==> src/rtl/mem_bus_pkg.sv <==
// mem_bus_pkg: shared types and constants for the CPU-to-RAM bus controller
package mem_bus_pkg;

    localparam int         ADDR_W_DEF  = 20;
    localparam int         TAG_W_DEF   = 8;
    localparam logic [7:0] MEM_CLR_TAG = 8'h34;

    typedef enum logic [1:0] {
        IDLE,
        ADDR,
        RD_WAIT,
        LOCKED
    } state_t;

endpackage

==> src/rtl/mem_bus_ctrl.sv <==
// mem_bus_ctrl: multiplexed CPU address/data bus to 1-cycle-latency synchronous RAM
module mem_bus_ctrl
    import mem_bus_pkg::*;
#(
    parameter int ADDR_W = ADDR_W_DEF,
    parameter int TAG_W  = TAG_W_DEF
) (
    input  logic              clk,
    input  logic              reset,
    input  logic [63:0]       i_ad,
    input  logic [TAG_W-1:0]  i_tag,
    input  logic              i_astb,
    input  logic              i_atomic,
    input  logic              i_rd,
    input  logic              i_wr,
    output logic [63:0]       o_data,
    output logic [TAG_W-1:0]  o_tag,
    output logic              o_valid,
    output logic              o_err,
    output logic [ADDR_W-1:0] m_addr,
    output logic              m_re,
    output logic              m_we,
    output logic [63:0]       m_wdata,
    output logic [TAG_W-1:0]  m_wtag,
    input  logic [63:0]       m_rdata,
    input  logic [TAG_W-1:0]  m_rtag
);

    state_t              r_state;
    state_t              w_next;
    logic [ADDR_W-1:0]   r_addr;
    logic [1:0]          r_pipe;
    logic                w_has_addr;
    logic                w_acc_rd;
    logic                w_acc_wr;
    logic                w_set_err;

    // state register; reset also drops any held lock
    always_ff @(posedge clk) begin
        if (!reset) r_state <= IDLE;
        else        r_state <= w_next;
    end

    // next state: a new address always wins, a lock survives reads and ends on write
    always_comb begin
        w_next = i_astb                   ? ((i_atomic && r_state != LOCKED) ? LOCKED : ADDR) :
                 w_acc_rd                 ? ((r_state == LOCKED) ? LOCKED : RD_WAIT) :
                 w_acc_wr                 ? ADDR :
                 (r_state == RD_WAIT)     ? ADDR : r_state;
    end

    // access decode: rd/wr with a strobe are ignored, conflicting or address-less ones are errors
    always_comb begin
        w_has_addr = r_state != IDLE;
        w_acc_rd   = !i_astb && i_rd && !i_wr && w_has_addr;
        w_acc_wr   = !i_astb && i_wr && !i_rd && w_has_addr;
        w_set_err  = i_astb ? (r_state == LOCKED) : ((i_rd || i_wr) && ((i_rd && i_wr) || !w_has_addr));
    end

    assign m_addr = r_addr;
    assign m_re   = r_pipe[0];

    // datapath: address latch, read-valid shift register, write staging, result capture
    always_ff @(posedge clk) begin
        if (!reset) begin
            r_addr  <= '0;
            r_pipe  <= '0;
            m_we    <= 1'b0;
            m_wdata <= '0;
            m_wtag  <= '0;
            o_valid <= 1'b0;
            o_data  <= '0;
            o_tag   <= '0;
            o_err   <= 1'b0;
        end else begin
            if (i_astb) r_addr <= i_ad[ADDR_W-1:0];
            r_pipe  <= {r_pipe[0], w_acc_rd};
            m_we    <= w_acc_wr;
            if (w_acc_wr) begin
                m_wdata <= i_ad;
                m_wtag  <= i_tag;
            end
            o_valid <= r_pipe[1];
            if (r_pipe[1]) begin
                o_data <= m_rdata;
                o_tag  <= m_rtag;
            end
            o_err   <= o_err | w_set_err;
        end
    end

endmodule

==> config.mk <==
export PLATFORM = sky130hd
export DESIGN_NAME = mem_bus_ctrl
export DESIGN_NICKNAME = d
export VERILOG_FILES = /design/src/rtl/mem_bus_pkg.sv /design/src/rtl/mem_bus_ctrl.sv
export SDC_FILE = /design/constraint.sdc
export NUM_CORES = 1
export LEC_CHECK = 0
export ABC_AREA = 1
export CAP_MARGIN = 0
export CELL_PAD_IN_SITES_DETAIL_PLACEMENT = 0
export CELL_PAD_IN_SITES_GLOBAL_PLACEMENT = 1
export CORE_MARGIN = 8
export CORE_UTILIZATION = 27
export DETAILED_ROUTE_END_ITERATION = 16
export MAX_ROUTING_LAYER = met4
export PLACE_DENSITY_LB_ADDON = 0.1
export SLEW_MARGIN = 20
export SYNTH_ARGS = -nofsm -noshare
export SYNTH_HDL_FRONTEND = slang
export SYNTH_SLANG_ARGS = --single-unit
==> constraint.sdc <==
create_clock -name clk -period 1.4 [get_ports clk]
set_input_delay 0.21 -clock clk [delete_from_list [all_inputs] [get_ports clk]]
set_output_delay 0.21 -clock clk [all_outputs]
set_load 0.01 [all_outputs]
==> results of run 1 <==
## layout make-up
class,count,area (sq um),share of cell area
clock buffers,19,443,0.0453
multi-input cells,514,2170,0.221
repair buffers,339,3240,0.331
clock inverters,12,106,0.0109
diodes,1,2.50,0.000256
flip-flops and latches,171,3420,0.350
inverters,13,51.3,0.00524
well taps,280,350,0.0358
## kinds of logic after synthesis
| family | Yosys count |
|---|---|
| compound gates | 170 |
| buf+inv | 66 |
| flops | 171 |
| simple gates | 344 |
## power by group through the flow
stage / clock [W] / combinational (W) / sequential [W]
after floorplan: 0 / 0.000378 / 0.00528
after global placement: 0 / 0.00134 / 0.00521
after detailed placement: 0 / 0.00133 / 0.00521
after CTS: 0.00466 / 0.00123 / 0.00510
after global routing: 0.00483 / 0.00133 / 0.00511
final: 0.00447 / 0.00121 / 0.00509
## how the worst max path moves through the flow
stage               start     endpoint  slack (ps)  cells past startpoint
2_1_floorplan  r_state[1]   m_wdata[0]         270                      7
6_report        r_pipe[0]         m_re          90                      1
5_1_grt        r_state[0]    m_wtag[4]           5                      6
4_1_cts         r_pipe[0]         m_re           8                      1
3_3_place_gp         i_wr  m_wdata[20]        -260                      7
3_5_place_dp         i_wr  m_wdata[20]        -250                      7
## synth_stat cells
cell type  count
dfxtp_1      171
nor2_4         1
buf_1          1
a21oi_1        2
buf_6         15
nand2_1        5
nor2_1       333
nor3_1         1
a211oi_1       1
o21ai_0       85
inv_1          9
inv_2          3
o21ai_1       81
clkbuf_1      31
buf_2          6
nand4_1        1
nand3_2        1
nand3_1        1
inv_4          1
a31oi_1        1
nand2_2        1
## sequential cells by signal, summed over array words and instances (netlist names)
signal	flops
m_wtag	8
m_wdata	64
o_data	64
o_err	1
r_state	2
m_addr	20
m_we	1
o_tag	8
r_pipe	2
o_valid	1
## stage by stage
step / setup TNS, ps / utilization / cell area (sq um) / worst slack [ps] / hold slack (ps)
floorplan: 0 / - / 5960 / 265 / 345
CTS: 0 / 0.450 / 9780 / 8.31 / 124
global placement: -16240 / 0.434 / 9440 / -255 / 432
detailed placement: -17910 / 0.434 / 9440 / -250 / 442
finish: 0 / 0.450 / 9790 / 91.3 / 140
global route: 0 / 0.450 / 9790 / 4.96 / 138
## routing by layer
metal	wire length (microns)	vias up	part of all wire	GRT usage
met2	9890	213	0.45	0.252
li1	-	3015	-	-
met3	2590	14	0.12	0.0760
met5	0	-	0	-
met1	9250	2592	0.42	0.184
met4	219	0	0.010	0.0467
## timing repair
| action | CTS | global route |
|---|---|---|
| hold buffers | 0 | 0 |
| setup endpoints to repair | 168 | 2 |
| resized for setup | 168 | 2 |
==> results.json, run 1 <==
{
  "worstMarginPinSlew_ps": 292,
  "syn_to_final_growth_pct": 64.2,
  "final_nets": 1206,
  "ant_nets": 0,
  "swShare": 0.251,
  "die_y_microns": 165,
  "hold_start": "reset",
  "r2r_cells": 6,
  "critical_path.cell_chain": "clkdlybuf4s15_1",
  "cp_slowest_cell": "dfxtp_1",
  "clkLatencyLatePin_ps": 420,
  "synth_top_family_by_area": "simple AND/OR/NAND/NOR gates",
  "syn-instance-count": 751,
  "hold_viol": 0,
  "row_count": 54,
  "grt_usage": 0.162,
  "grt_max_degree": 58,
  "synth.net_count": 901,
  "coreArea_sq_um": 21800,
  "die-area_sq_um": 27100,
  "drc": 0,
  "ys_types": 21,
  "synth-compound-area-share": 0.143,
  "final.min_clock_period_ps": 1310,
  "die_w_microns": 165,
  "p_per_area_nw_per_um2": 1100,
  "grt-ovfl-total": 0,
  "p_leak_nw": 4.68,
  "crit_buf_inv": 1,
  "dr.pass1.iters": 4,
  "drive_gt1_frac": 0.0571,
  "stdcell_count": 1349,
  "cts_sinks": 171,
  "yosys_warnings": 0,
  "wl_per_cell_microns": 16.3,
  "grt_pass1_vias": 5909,
  "final_cell_mix": "nor2_1, dfxtp_1, dlygate4sd2_1",
  "arrival_ps": 1100,
  "vdd.ir_drop.worst_v": 0.000722,
  "cp_data_required_time_ps": 1190,
  "drv_slew": 0,
  "setup_viol": 0,
  "numCtsBuffers": 17,
  "critical_path.max_stage_delay_ps": 360,
  "critPathMaxFanout": 2,
  "max_freq_ghz": 0.764,
  "ios": 318,
  "root_buffer": "clkbuf_16",
  "rsz0062_at_grt": "no",
  "clk_path_buf_depth": 2,
  "synth_xor_area_frac": 0,
  "vias": 5834,
  "intPower_w": 0.00807,
  "grt_first_pass_wirelength_mm": 33.1,
  "mostFrequentLayoutCell": "nor2_1",
  "switchingPower_w": 0.00270,
  "start_util": 0.274,
  "p_total_w": 0.0108,
  "min_to": "o_data[47]",
  "hp-class": "in -> reg",
  "yosysTopAreaCellShare": 0.574,
  "synth_area_leader_cell": "dfxtp_1",
  "antenna_found_initial": 1,
  "critical_path.top_delay_family": "flip-flops",
  "synth-simple-area-share": 0.220,
  "io_buffers": 317,
  "nFillCells": 2286,
  "max-cap-violations": 0,
  "tritoncts": "built",
  "avgSynthCellArea_sq_um": 7.94,
  "critPathKind": "reg -> out",
  "end_kind": "output port",
  "status": "finished clean",
  "seqPwrFrac": 0.473,
  "regToRegEndpoint": "m_wtag[4]",
  "clock_skew_ps": 12.5,
  "ys_seq_elements": 171,
  "cts_setup_buffers": 0,
  "drt_wl_total_mm": 22.0,
  "muxShareOfSynthArea": 0,
  "synthesis.area_sq_um": 5960,
  "path_clk_slew_ps": 70,
  "dp.cells": 1317,
  "drt-initial-drc-count": 425,
  "r2r-start": "r_state[0]",
  "routabilityCongestion": 0.755,
  "pwr-share-comb": 0.113,
  "period_share": 0.935,
  "synthTopCellsByArea": "dfxtp_1, nor2_1, o21ai_0",
  "htree_levels": 4,
  "max_slew_margin": 0.805,
  "p_clk_frac": 0.415,
  "synth_fa_ha_area_frac": 0,
  "hold_path_depth": 3,
  "ys_seq_area_frac": 0.574,
  "vias_per_cell": 4.32,
  "r2r_setup_slack_ps": 110,
  "start_kind": "register",
  "dp_hpwl_mm": 15.8
}
Power figures use the tool's default switching activity.
==> run 2: changes to the inputs <==
--- a/config.mk
+++ b/config.mk
@@ -12,6 +12,7 @@
 export CORE_MARGIN = 8
 export CORE_UTILIZATION = 27
 export DETAILED_ROUTE_END_ITERATION = 16
+export GPL_TIMING_DRIVEN = 0
 export MAX_ROUTING_LAYER = met4
 export PLACE_DENSITY_LB_ADDON = 0.1
 export SLEW_MARGIN = 20
==> run 2 against run 1 <==
Flip-flop and latch count did not move. Clock power grew 1%. Die area unchanged. Sequential power hardly changed. Largest cell class unchanged. Utilization up 0.16 points. Worst hold slack got worse by 29 ps. Maximum frequency shrank 2.1%. Clock skew fell by 1.8 ps.
==> results.json, run 2 (synthesized netlist as in run 1, its figures left out) <==
{
  "status": "finished clean",
  "coreArea_sq_um": 21800,
  "root_buffer": "clkbuf_16",
  "mostFrequentLayoutCell": "nor2_1",
  "dp_hpwl_mm": 17.3,
  "grt-ovfl-total": 0,
  "final_cell_mix": "nor2_1, dfxtp_1, dlygate4sd2_1",
  "hp-class": "in -> reg",
  "rsz0062_at_grt": "yes",
  "vias_per_cell": 4.31,
  "max_freq_ghz": 0.748,
  "final_nets": 1235,
  "drt_wl_total_mm": 22.7,
  "die-area_sq_um": 27100,
  "grt_max_degree": 17,
  "ant_nets": 0,
  "final.min_clock_period_ps": 1340,
  "drt-initial-drc-count": 272,
  "cp_slowest_cell": "dfxtp_1",
  "drc": 0,
  "row_count": 54,
  "die_w_microns": 165,
  "critical_path.cell_chain": "clkdlybuf4s15_1",
  "max-cap-violations": 0,
  "hold_viol": 0,
  "critPathKind": "reg -> out",
  "finalHoldWorstSlack_ps": 111,
  "arrival_ps": 1130,
  "wl_per_cell_microns": 16.5,
  "vias": 5950,
  "crit_buf_inv": 1,
  "tns_ps": 0,
  "r2r_setup_slack_ps": 150,
  "clock_skew_ps": 10.6,
  "dr.pass1.iters": 6,
  "grt_usage": 0.168,
  "routabilityCongestion": 0.738,
  "cp_data_required_time_ps": 1190,
  "drv_slew": 0,
  "critical_path.top_delay_family": "flip-flops",
  "clk_path_buf_depth": 2,
  "die_y_microns": 165,
  "critical_path.max_stage_delay_ps": 390,
  "period_share": 0.955,
  "start_util": 0.274,
  "end_kind": "output port",
  "clkLatencyLatePin_ps": 420,
  "grt_pass1_vias": 6032,
  "cts_sinks": 171,
  "pre_cts_ws_ps": -156,
  "tritoncts": "built",
  "max_slew_margin": 0.672,
  "layout_setup_ws_ps": 62.7,
  "worstMarginPinSlew_ps": 492,
  "path_clk_slew_ps": 60,
  "fin_util": 0.451,
  "htree_levels": 4,
  "ios": 318,
  "io_buffers": 315,
  "p_leak_nw": 4.70,
  "vdd.ir_drop.worst_v": 0.000666,
  "dp.cells": 1346,
  "numCtsBuffers": 17,
  "nFillCells": 2321,
  "grt_first_pass_wirelength_mm": 33.9,
  "antenna_found_initial": 1,
  "cts_setup_buffers": 0,
  "critPathMaxFanout": 2,
  "start_kind": "register",
  "drive_gt1_frac": 0.0601,
  "stdcell_count": 1379,
  "p_per_area_nw_per_um2": 1100,
  "setup_viol": 0,
  "syn_to_final_growth_pct": 64.8
}
[run 2: cell count changes in the layout (fill, tap and decap cells not counted)]
cell	delta
clkbuf_1	+25
buf_6	+14
buf_4	-13
buf_12	-9
clkbuf_2	+8
buf_2	+6
clkinv_4	+2
clkdlybuf4s50_1	-1
clkinvlp_4	-1
dfxtp_1	+1
dfxtp_2	-1
inv_6	-1
[run 2: power by group]
group / leakage [nW] / switching, W / internal, W
clock network: 0.266 / 0.00215 / 0.00238
registers: 1.39 / 0.0000704 / 0.00502
logic: 3.04 / 0.000536 / 0.000671
[run 2: repair_timing]
action / in CTS / in global routing
endpoints found under the setup margin: 172 / 49
hold buffers: 0 / 0
resized for setup: 169 / 14
[run 2: routing by layer]
layer | track usage | up-vias | part of all wire
met5 | - | - | 0
met4 | 0.0410 | 0 | 0.013
met3 | 0.0875 | 13 | 0.12
met2 | 0.261 | 210 | 0.45
met1 | 0.187 | 2648 | 0.42
li1 | - | 3079 | -
[run 2: metrics by stage]
stage	total power, W	cell area (sq um)
6_report	0.0108	9820
5_1_grt	0.0113	9820
4_1_cts	0.0110	9810
3_5_place_dp	0.00654	9460
3_3_place_gp	0.00654	9460
2_1_floorplan	0.00566	5960
[run 2: path summary, 6_finish.rpt]
path / endpoint / cells past startpoint / start
worst max-delay path: m_re / 1 / r_pipe[0]
worst min-delay path: o_err / 3 / i_astb
worst max register to register: m_wdata[8] / 7 / r_state[1]
worst min register to register: m_wdata[1] / 2 / m_wdata[1]
[run 2: final cells by class]
cell class                 instances  area [sq um]  share of cell area
tap                              280           350              0.0357
clock inverter                    12           108              0.0110
inverter                          13          51.3             0.00522
timing repair buffer             315          2940               0.300
clock buffer                      20           447              0.0455
buffer                            53           329              0.0335
sequential                       171          3420               0.349
multi-input combinational        514          2170               0.221
antenna                            1          2.50            0.000255
[run 2: worst min-delay path, stage by stage]
cell	delay, ps
buf_6	120
nand2_1	70
a31oi_1	70
